[src/rtl/regfile_pkg.sv]
// regfile_pkg: reset-image encodings and reset-value helper for regfile_bypass_sb
package regfile_pkg;
  localparam int RST_ZERO  = 0;
  localparam int RST_INDEX = 1;
  function automatic logic [31:0] rf_reset_value(input int index, input int width);
    return width >= 32 ? 32'(index) : 32'(index) & ((32'd1 << width) - 32'd1);
  endfunction
endpackage

[src/rtl/rf_scoreboard.sv]
// rf_scoreboard: per-register busy bits plus an incrementally kept busy count
// ports: set_en/set_addr reserve, clr_en/clr_addr retire, busy vector and busy_cnt out
module rf_scoreboard #(
  parameter int NUM_REGS = 16,
  parameter int ADDR_W   = $clog2(NUM_REGS)
) (
  input  logic              clk,
  input  logic              rst_n,
  input  logic              set_en,
  input  logic [ADDR_W-1:0] set_addr,
  input  logic              clr_en,
  input  logic [ADDR_W-1:0] clr_addr,
  output logic [NUM_REGS-1:0] busy,
  output logic [ADDR_W:0]   busy_cnt
);
  logic [NUM_REGS-1:0] busy_q, busy_d;
  logic [ADDR_W:0] cnt_q, cnt_d;
  logic inc, dec;
  always_comb begin
    busy_d = busy_q;
    if (clr_en) busy_d[clr_addr] = 1'b0;
    if (set_en) busy_d[set_addr] = 1'b1;
    inc = set_en && !busy_q[set_addr];
    // a same-address reservation keeps the bit set, so the retire does not count
    dec = clr_en && busy_q[clr_addr] && !(set_en && set_addr == clr_addr);
    cnt_d = cnt_q + (ADDR_W+1)'(inc) - (ADDR_W+1)'(dec);
  end
  always_ff @(posedge clk or negedge rst_n) begin
    if (!rst_n) begin
      busy_q <= '0;
      cnt_q  <= '0;
    end else begin
      busy_q <= busy_d;
      cnt_q  <= cnt_d;
    end
  end
  assign busy     = busy_q;
  assign busy_cnt = cnt_q;
endmodule

[src/rtl/regfile_bypass_sb.sv]
// regfile_bypass_sb: parametrised register file with write bypass, zero register and busy scoreboard
// ports: wr_* writeback, rsv_* reservation, rd_addrN/rd_dataN/rd_readyN read ports, busy_cnt
module regfile_bypass_sb import regfile_pkg::*; #(
  parameter int DATA_W      = 16,
  parameter int NUM_REGS    = 16,
  localparam int ADDR_W     = $clog2(NUM_REGS),
  parameter int RESET_IMAGE = 1,
  parameter int ZERO_REG    = 0,
  parameter int BYPASS      = 1
) (
  input  logic              clk,
  input  logic              rst_n,
  input  logic              wr_en,
  input  logic [ADDR_W-1:0] wr_addr,
  input  logic [DATA_W-1:0] wr_data,
  input  logic              rsv_en,
  input  logic [ADDR_W-1:0] rsv_addr,
  input  logic [ADDR_W-1:0] rd_addr1,
  input  logic [ADDR_W-1:0] rd_addr2,
  output logic [DATA_W-1:0] rd_data1,
  output logic [DATA_W-1:0] rd_data2,
  output logic              rd_ready1,
  output logic              rd_ready2,
  output logic [ADDR_W:0]   busy_cnt
);
  logic [DATA_W-1:0] mem_q [NUM_REGS];
  logic [DATA_W-1:0] mem_d [NUM_REGS];
  logic [DATA_W-1:0] rst_img [NUM_REGS];
  logic [NUM_REGS-1:0] busy;
  logic wr_ok, rsv_ok, hit1, hit2, z1, z2;
  for (genvar i = 0; i < NUM_REGS; i++) begin : g_img
    assign rst_img[i] = RESET_IMAGE == RST_INDEX ? DATA_W'(rf_reset_value(i, DATA_W)) : '0;
  end
  assign wr_ok  = wr_en && !(ZERO_REG != 0 && wr_addr == '0);
  assign rsv_ok = rsv_en && !(ZERO_REG != 0 && rsv_addr == '0);
  // bypass is suppressed while reset is held so reads show the reset image
  assign hit1 = BYPASS != 0 && rst_n && wr_en && wr_addr == rd_addr1;
  assign hit2 = BYPASS != 0 && rst_n && wr_en && wr_addr == rd_addr2;
  assign z1   = ZERO_REG != 0 && rd_addr1 == '0;
  assign z2   = ZERO_REG != 0 && rd_addr2 == '0;
  always_comb begin
    mem_d = mem_q;
    if (wr_ok) mem_d[wr_addr] = wr_data;
  end
  always_ff @(posedge clk or negedge rst_n) begin
    if (!rst_n) mem_q <= rst_img;
    else mem_q <= mem_d;
  end
  assign rd_data1  = z1 ? '0 : hit1 ? wr_data : mem_q[rd_addr1];
  assign rd_data2  = z2 ? '0 : hit2 ? wr_data : mem_q[rd_addr2];
  assign rd_ready1 = !busy[rd_addr1] || hit1;
  assign rd_ready2 = !busy[rd_addr2] || hit2;
  rf_scoreboard #(.NUM_REGS(NUM_REGS), .ADDR_W(ADDR_W)) u_sb (
    .clk      (clk),
    .rst_n    (rst_n),
    .set_en   (rsv_ok),
    .set_addr (rsv_addr),
    .clr_en   (wr_ok),
    .clr_addr (wr_addr),
    .busy     (busy),
    .busy_cnt (busy_cnt)
  );
endmodule

[config.mk]
export PLATFORM = sky130hd
export DESIGN_NAME = regfile_bypass_sb
export DESIGN_NICKNAME = d
export VERILOG_FILES = /design/src/rtl/regfile_pkg.sv /design/src/rtl/rf_scoreboard.sv /design/src/rtl/regfile_bypass_sb.sv
export SDC_FILE = /design/constraint.sdc
export NUM_CORES = 1
export LEC_CHECK = 0
export CAP_MARGIN = 10
export CORE_ASPECT_RATIO = 1.2
export CORE_UTILIZATION = 29
export DETAILED_ROUTE_END_ITERATION = 8
export HOLD_SLACK_MARGIN = 0.02
export PLACE_DENSITY = 0.49
export SLEW_MARGIN = 40
export SYNTH_ARGS = -nofsm -noshare
export SYNTH_HDL_FRONTEND = slang
export SYNTH_SLANG_ARGS = --single-unit
[constraint.sdc]
create_clock -name clk -period 3.4 [get_ports clk]
set_input_delay 0.68 -clock clk [delete_from_list [all_inputs] [get_ports clk]]
set_output_delay 0.68 -clock clk [all_outputs]
set_load 0.02 [all_outputs]
==> results.md, run 1 <==
Run status:
- The run finished with clean final reports.

GRT:
- The number of global-route vias before repair came to about 11000.
- The total overflow left after global routing is 0.
- The global-route wire length before repair is roughly 70000 µm.
- The total routing resource utilization after global routing is 0.1728.
- Entering global routing, the biggest net connects roughly 130 pins.
- The initial antenna violation count is 0.

Synthesis:
- The average instance in the mapped netlist occupies approximately 16 µm².
- The number of distinct library cell variants in the gate-level netlist after synthesis is between 40 and 50.
- Counting flops with an async set or reset pin after synthesis yields a share of 1.000.
- Of the synthesized area, sequential elements account for 0.4405.
- The synthesized net count is between 1000 and 1500.
- In the synthesized netlist the dominant register cell turns out to be sky130_fd_sc_hd__dfrtp_1.
- The number of warnings issued by yosys is 0.
- The cell count after synthesis came out at roughly 1000.
- Counting flops with a built-in enable in the synthesized netlist gives 0.
- The post-synthesis instance area is 15830 µm².
- After synthesis the netlist holds a flip-flop and latch count of around 280.

Timing:
- The clock period could shrink to approximately 3.3 ns.
- Setup repair after global routing left no endpoint under its margin.
- The final setup TNS is 0 ns.
- The post-route worst hold slack is about 0.24 ns.
- In this run the tightest slew margin relative to its limit is 0.4950.
- The worst clock skew on the final layout is between 0.01 and 0.015 ns.
- The final worst slack is around 0.09 ns.
- The highest achievable clock rate is a little over 300 MHz.
- The number of failing hold endpoints at the final stage is 0.
- The count of pins over their slew limit is 0.
- Setup violations remaining at the end of the flow were counted as 0.
- At the pin with the least slew margin, the transition time is 0.7575 ns.
- The ratio of final minimum period to clock period is 0.9735.

Clock network:
- In this run, CTS created clock tree buffers numbering 34.
- The number of hold buffers added after CTS is 0.
- The clock sink total is 277.
- At the later pin of the worst-skew pair, clock insertion delay measures roughly 0.52 ns.
- The clock tree buffer depth is 3.
- The total number of H-tree levels is 2.
- The number of buffers inserted by post-CTS setup repair is 0.
- TritonCTS built the clock tree.
- The clock-pin slew on the worst setup and hold paths is 0.06 ns.
- CTS placed an instance of sky130_fd_sc_hd__clkbuf_16 at the clock tree root.

Layout:
- The number of inserted filler cells in the final layout is around 5200.
- The ratio of cells with drive above 1 in the final layout is 0.5840.
- 0 antenna diodes ended up in the layout.
- The number of nets in the layout is 1206.
- The sequential cells in the finished layout cover a total of ~7000 µm².
- Leaving out fill and tap cells, the most frequent cells in the layout are 290 x sky130_fd_sc_hd__mux2_2, 245 x sky130_fd_sc_hd__dfrtp_1, 146 x sky130_fd_sc_hd__mux4_2.
- The cell area after layout is a little under 20000 µm².
- For this run, the share of the core covered by cells in the final layout is 0.3606.
- The combined area of the multi-input logic cells is around 8300 µm².
- Relative to the synthesized area, the layout overhead comes to 22.48%.
- The most common cell after layout, fill and taps aside is sky130_fd_sc_hd__mux2_2.

Die:
- Measured along the y axis, the die boundary spans about 260 µm.
- The initialized floorplan defines just over 90 standard-cell rows.
- The starting density of the core is 0.2944.
- For this design the top-level I/O count stands at 75.
- The core area is 53760 µm².
- Measured along the x axis, the die boundary spans between 200 and 250 µm.
- The floorplan step defined a die boundary enclosing approximately 56000 µm².

Placement:
- The placement-stage worst setup slack is -0.6126 ns.
- The number of buffers added on ports is 74.
- The placed instances occupy a cell area of 18300 µm².
- Routability-driven placement finished with a final weighted congestion of ~0.80.
- Summed over all nets, the half-perimeter wirelength after detailed placement is approximately 31000 µm.

Drt:
- The count of antenna-violating nets left after detailed routing is 0.
- The total wire length is approximately 47000 µm.
- In the routed design, unresolved DRC markers number 0.
- Dividing the detail-routed wire length by the instance count gives between 20 and 25 µm.
- The via count is slightly below 10000.
- For this block, the initial DRC count from the detailed router was between 400 and 500.
- The first-pass iteration count of the detailed router is 4.
- The average via count per standard cell is 5.049.

Critical path:
- The worst setup path is captured at an output port.
- The worst setup path is launched from an input pin.
- By startpoint and endpoint, the worst setup path is classified as input pin to output port.
- Data arrives at the worst endpoint at around 2.6 ns.
- The required time at the endpoint of the critical path is 2.72 ns.
- The highest net fanout along the worst path is 9.

Run:
- Across the run, the number of max-cap violations was 0.

Power and ir drop:
- IR analysis of the VDD net gives a maximum drop of roughly 0.00026 V.
- Summed over all cells, the static leakage comes to 8.124 nW.
- For this design the ratio of total power to cell area is 599.2 nW/µm².

Hold path:
- The min-delay analysis places its worst path in the category input pin to async pin.
-- worst max-delay path, stage by stage --
cell and delay, ns:
sky130_fd_sc_hd__buf_4 0.14, sky130_fd_sc_hd__buf_12 0.17, sky130_fd_sc_hd__buf_12 0.16, sky130_fd_sc_hd__mux4_2 0.49
sky130_fd_sc_hd__mux2i_1 0.21, sky130_fd_sc_hd__mux2i_1 0.15, sky130_fd_sc_hd__mux2_2 0.29, sky130_fd_sc_hd__dlygate4sd2_1 0.32
-- cells in the mapped netlist (5+ instances only) --
library cell	number	area, µm²
sky130_fd_sc_hd__buf_6	8	90.09
sky130_fd_sc_hd__xor2_1	7	61.31
sky130_fd_sc_hd__mux2i_1	97	970.9
sky130_fd_sc_hd__nor2_2	6	37.54
sky130_fd_sc_hd__ha_1	5	62.56
sky130_fd_sc_hd__dfrtp_1	245	6131
sky130_fd_sc_hd__mux2_2	290	3266
sky130_fd_sc_hd__buf_1	11	41.29
sky130_fd_sc_hd__clkbuf_1	20	75.07
sky130_fd_sc_hd__nand3_1	5	25.02
sky130_fd_sc_hd__buf_4	18	135.1
sky130_fd_sc_hd__xnor2_1	7	61.31
sky130_fd_sc_hd__buf_2	30	150.1
sky130_fd_sc_hd__o22ai_1	8	50.05
sky130_fd_sc_hd__inv_1	19	71.32
sky130_fd_sc_hd__mux4_2	146	3288
sky130_fd_sc_hd__dfstp_2	32	840.8
sky130_fd_sc_hd__nand2_1	11	41.29
sky130_fd_sc_hd__o21ai_0	7	35.03
-- sequential cells by signal, summed over array words and instances, names as in the netlist --
register,cells
u_sb.busy_cnt,5
u_sb.busy,16
mem_q,256
-- metal layers --
metal,global-route usage,share of wire,wire length [µm]
met5,0,0,0
met4,0.04787,0.028,1313
met1,0.2345,0.45,21050
met3,0.02191,0.029,1357
met2,0.2898,0.49,22800
-- power by group --
part | total (mW) | leakage [nW] | switching [mW] | internal (mW)
combinational | 3.28 | 4.25 | 1.31 | 1.96
sequential | 4.72 | 3.32 | 0.560 | 4.16
clock | 3.62 | 0.547 | 1.43 | 2.19
total | 11.6 | 8.12 | 3.31 | 8.31
-- what timing repair did --
action / 4_1_cts / 5_1_grt
gates resized for setup: 84 / 7
endpoints found under the setup margin: 35 / 21
pin swaps: 1 / 1
-- stage by stage --
| step | power (mW) | cells |
|---|---|---|
| floorplan | 6.966 | 1013 |
| global placement | 8.109 | 1840 |
| detailed placement | 8.182 | 1840 |
| CTS | 11.79 | 1902 |
| global route | 12.28 | 1902 |
| finish | 11.61 | 1902 |
-- area by class of cell --
| cell class | instances | share of cell area |
|---|---|---|
| Sequential cell | 277 | 0.3597 |
| Clock buffer | 58 | 0.05648 |
| Clock inverter | 4 | 0.001162 |
| Multi-Input combinational cell | 628 | 0.4283 |
| Tap cell | 712 | 0.04596 |
| Timing Repair Buffer | 204 | 0.1047 |
| Inverter | 19 | 0.003679 |
-- final timing paths --
path                                          from                    endpoint  slack (ns)  cells past startpoint
max                                    rd_addr2[0]                 rd_data2[5]        0.09                      8
min                                          rst_n      mem_q[207]$_DFFE_PN0P_        0.24                      2
max reg2reg                u_sb.busy[15]$_DFF_PN0_  u_sb.busy_cnt[4]$_DFF_PN0_        0.41                     10
min reg2reg                  mem_q[56]$_DFFE_PN0P_       mem_q[56]$_DFFE_PN0P_        0.52                      1
max in group asynchronous                    rst_n      mem_q[238]$_DFFE_PN0P_        2.02                      3
min in group clk             mem_q[56]$_DFFE_PN0P_       mem_q[56]$_DFFE_PN0P_        0.52                      1
-- kinds of logic (layout without fill, tap and decap cells) --
| logic type | after synthesis | after routing | synth area share |
|---|---|---|---|
| multiplexers | 533 | 533 | 0.4755 |
| flip-flops | 277 | 277 | 0.4405 |
| buffers and inverters | 108 | 285 | 0.03811 |
| AND/OR/NAND/NOR | 48 | 48 | 0.02150 |
| AO/OA/AOI/OAI | 27 | 27 | 0.01146 |
| XOR/XNOR | 14 | 14 | 0.007748 |
| adder cells (fa/ha/maj) | 6 | 6 | 0.005218 |
Note: power is estimated with default switching activity, not from simulation.
==> run 2: changes to the inputs <==
SLEW_MARGIN = 20   (was 40)
==> results.md, run 2 (same netlist as run 1, synthesis figures left out) <==
Timing:
- The final worst slack is 0.08732 ns (-0.002780 ns).
- The minimum period implied by the final worst setup slack is 3.313 ns (+0.002780 ns).
- The number of failing hold endpoints at the final stage is 0 (unchanged).
- The highest achievable clock rate is 301.9 MHz (about the same).
- The worst clock skew on the final layout came to 0.003480 ns (-0.006781 ns).
- The final setup violation count came to 0 (unchanged).
- The ratio of final minimum period to clock period is 0.9743 (about the same).
- Setup repair after global routing left no endpoint under its margin.
- The worst-margin pin slew is 0.8642 ns (+0.1067 ns).
- The worst-case headroom to the max-slew limit is 0.4238 (-0.07116).
- The count of pins over their slew limit came to 0 (unchanged).
- The final setup TNS is 0 ns (unchanged).

Clock network:
- The root buffer cell is sky130_fd_sc_hd__clkbuf_16.
- The clock tree buffer depth is 3 (unchanged).
- The clock latency on the worst-skew pair is 0.58 ns (+0.06 ns).
- The total number of H-tree levels is 1 (-1).
- The clock sink total is 277 (unchanged).
- The clock-pin slew on the worst setup and hold paths was 0.06 ns (about the same).
- The number of clock buffers inserted by TritonCTS is 31 (-8.8%).
- TritonCTS built the clock tree.

Power and ir drop:
- The part of the total power dissipated in the clock network came to 0.289 (-0.023).
- The leakage power came to 8.076 nW (-0.60%).
- The power spent charging and discharging nets is 3.289 mW (-0.54%).
- The worst IR drop on VDD is 0.0004162 V (+59%).
- The part of the total power dissipated in combinational logic is 0.291 (+0.009).
- The sequential group share of total power was 0.420 (+0.014).
- The total internal power came to 7.947 mW (-4.3%).
- The total power divided by cell area is 583.5 nW/µm² (-2.6%).
- The fraction of power spent switching nets came to 0.2927 (+0.007998).
- The overall power of the completed layout came to 11.24 mW (-3.3%).

GRT:
- The total routing resource utilization after global routing was 0.1712 (-0.001528).
- The global route total overflow is 0 (unchanged).
- The number of global-route vias before repair is 10610 (-0.43%).
- The global-route wire length before repair is 70950 µm (-0.39%).
- The maximum number of pins on one net before global-route repair is 129 (unchanged).
- The initial antenna violation count is 0 (unchanged).

Critical path:
- The cell family contributing the most delay on the critical path is buffers and inverters.
- STA classifies the critical path startpoint as an input pin.
- The highest net fanout along the worst path is 11 (+2).
- For this design, the slowest cell found on the critical path is sky130_fd_sc_hd__clkdlybuf4s50_1.
- The signal on the critical path passes through clkdlybuf4s50_1 -> buf_4 -> xor2_1 -> nor3_2 -> nand4_2 -> buf_12 -> mux2_2 -> dlygate4sd2_1.
- The worst stage delay on the critical path is 0.40 ns (-0.09 ns).
- The arrival time at the worst endpoint came to 2.63 ns (about the same).
- The number of buffers and inverters on the critical path came to 4 (unchanged).
- The worst setup path is of the input pin to output port kind.
- The worst setup path is captured at an output port.
- The required time at the endpoint of the critical path was 2.72 ns (about the same).

Drt:
- The total wire length was 46270 µm (-0.54%).
- The detailed router's first-iteration violation count is 532 (+9.5%).
- The post-detailed-route wirelength per cell is 24.34 µm (-0.49%).
- The average via count per standard cell came to 5.031 (-0.35%).
- The via count is 9564 (-0.41%).
- The number of remaining DRC errors was 0 (unchanged).
- The count of antenna-violating nets left after detailed routing is 0 (unchanged).
- The first-pass iteration count of the detailed router came to 4 (unchanged).

Layout:
- The number of nets in the layout was 1206 (unchanged).
- The library cells used most frequently in the layout, excluding fill and tap cells, are 290 x sky130_fd_sc_hd__mux2_2, 245 x sky130_fd_sc_hd__dfrtp_1, 146 x sky130_fd_sc_hd__mux4_2.
- The ratio of cells with drive above 1 in the final layout is 0.5870 (+0.003014).
- The register with the most flip-flops is mem_q.
- The library cell used most frequently in the layout, excluding fill and tap cells, is sky130_fd_sc_hd__mux2_2.
- The cell area after layout is 19250 µm² (-0.66%).
- The layout overhead on the synthesized area is 21.66%.
- The number of antenna repair diodes is 0 (unchanged).
- The number of flip-flops under the largest register name was 256 (unchanged).
- The final core utilization is 0.3582 (-0.002397).

Hold path:
- The type of the worst min-delay path is input pin to async pin.

Die:
- The starting density of the core is 0.2944 (unchanged).
- The area enclosed by the die boundary is 55520 µm² (unchanged).
- The die outline width is 215.3 µm (unchanged).
- The core area is 53760 µm² (unchanged).
- The number of top-level pins is 75 (unchanged).
- The row count is 93 (unchanged).
- The die boundary height was 257.9 µm (unchanged).

Placement:
- The post-detailed-placement half-perimeter wirelength came to 31000 µm (+0.17%).
- The placement-stage worst setup slack came to -0.6162 ns (-0.003600 ns).
- The instance area after placement is 18290 µm² (about the same).
- The number of buffers added on ports came to 74 (unchanged).
- The final weighted congestion in routability-driven placement is 0.8030 (unchanged).

Run:
- The max capacitance violation total came to 0 (unchanged).

Run status:
- The flow ran to the end, and the final reports show no timing, DRC or antenna violations.
-- run 2: cell type report --
class | count | area [µm²]
multi-input cells | 628 | 8310
clock inverters | 12 | 71.32
repair buffers | 207 | 2037
fillers | 5149 | 34500
well taps | 712 | 890.9
clock buffers | 46 | 902.1
inverters | 19 | 71.32
flip-flops and latches | 277 | 6972
-- run 2: metrics by stage --
step                      instances  hold WS [ns]
after global placement         1840        0.5026
after floorplan                1013        0.3844
after CTS                      1898        0.1767
after global routing           1901        0.1808
final                          1901        0.1685
after detailed placement       1840        0.5115
-- run 2: path summary, 6_finish.rpt --
| path | startpoint | to | slack (ns) | depth (start not counted) |
|---|---|---|---|---|
| min in group clk | mem_q[56]$_DFFE_PN0P_ | mem_q[56]$_DFFE_PN0P_ | 0.52 | 1 |
| setup / recovery | wr_addr[2] | rd_data2[5] | 0.09 | 8 |
| hold reg to reg | mem_q[56]$_DFFE_PN0P_ | mem_q[56]$_DFFE_PN0P_ | 0.52 | 1 |
| setup reg to reg | u_sb.busy[15]$_DFF_PN0_ | u_sb.busy_cnt[4]$_DFF_PN0_ | 0.41 | 10 |
| hold / removal | rst_n | mem_q[207]$_DFFE_PN0P_ | 0.17 | 2 |
| max in group asynchronous | rst_n | mem_q[62]$_DFFE_PN0P_ | 1.83 | 3 |
-- run 2: power groups by stage --
stage	Sequential [mW]	Clock, mW	Combinational [mW]
detailed placement	4.78	0	3.40
global route	4.86	3.48	3.55
floorplan	4.62	0	2.35
CTS	4.72	3.35	3.32
finish	4.72	3.25	3.27
global placement	4.74	0	3.37
-- run 2: timing repair --
action,in CTS,in global routing
pin swaps,1,0
hold buffers,0,0
buffers inserted,0,3
resized for setup,83,18
setup endpoints to repair,35,21
-- run 2: routing by layer --
metal / GRT usage / vias up / share of wire
met1: 0.2339 / 5141 / 0.44
li1: - / 4212 / -
met5: 0 / - / 0
met2: 0.2933 / 163 / 0.50
met4: 0.03467 / 0 / 0.019
met3: 0.01908 / 48 / 0.042
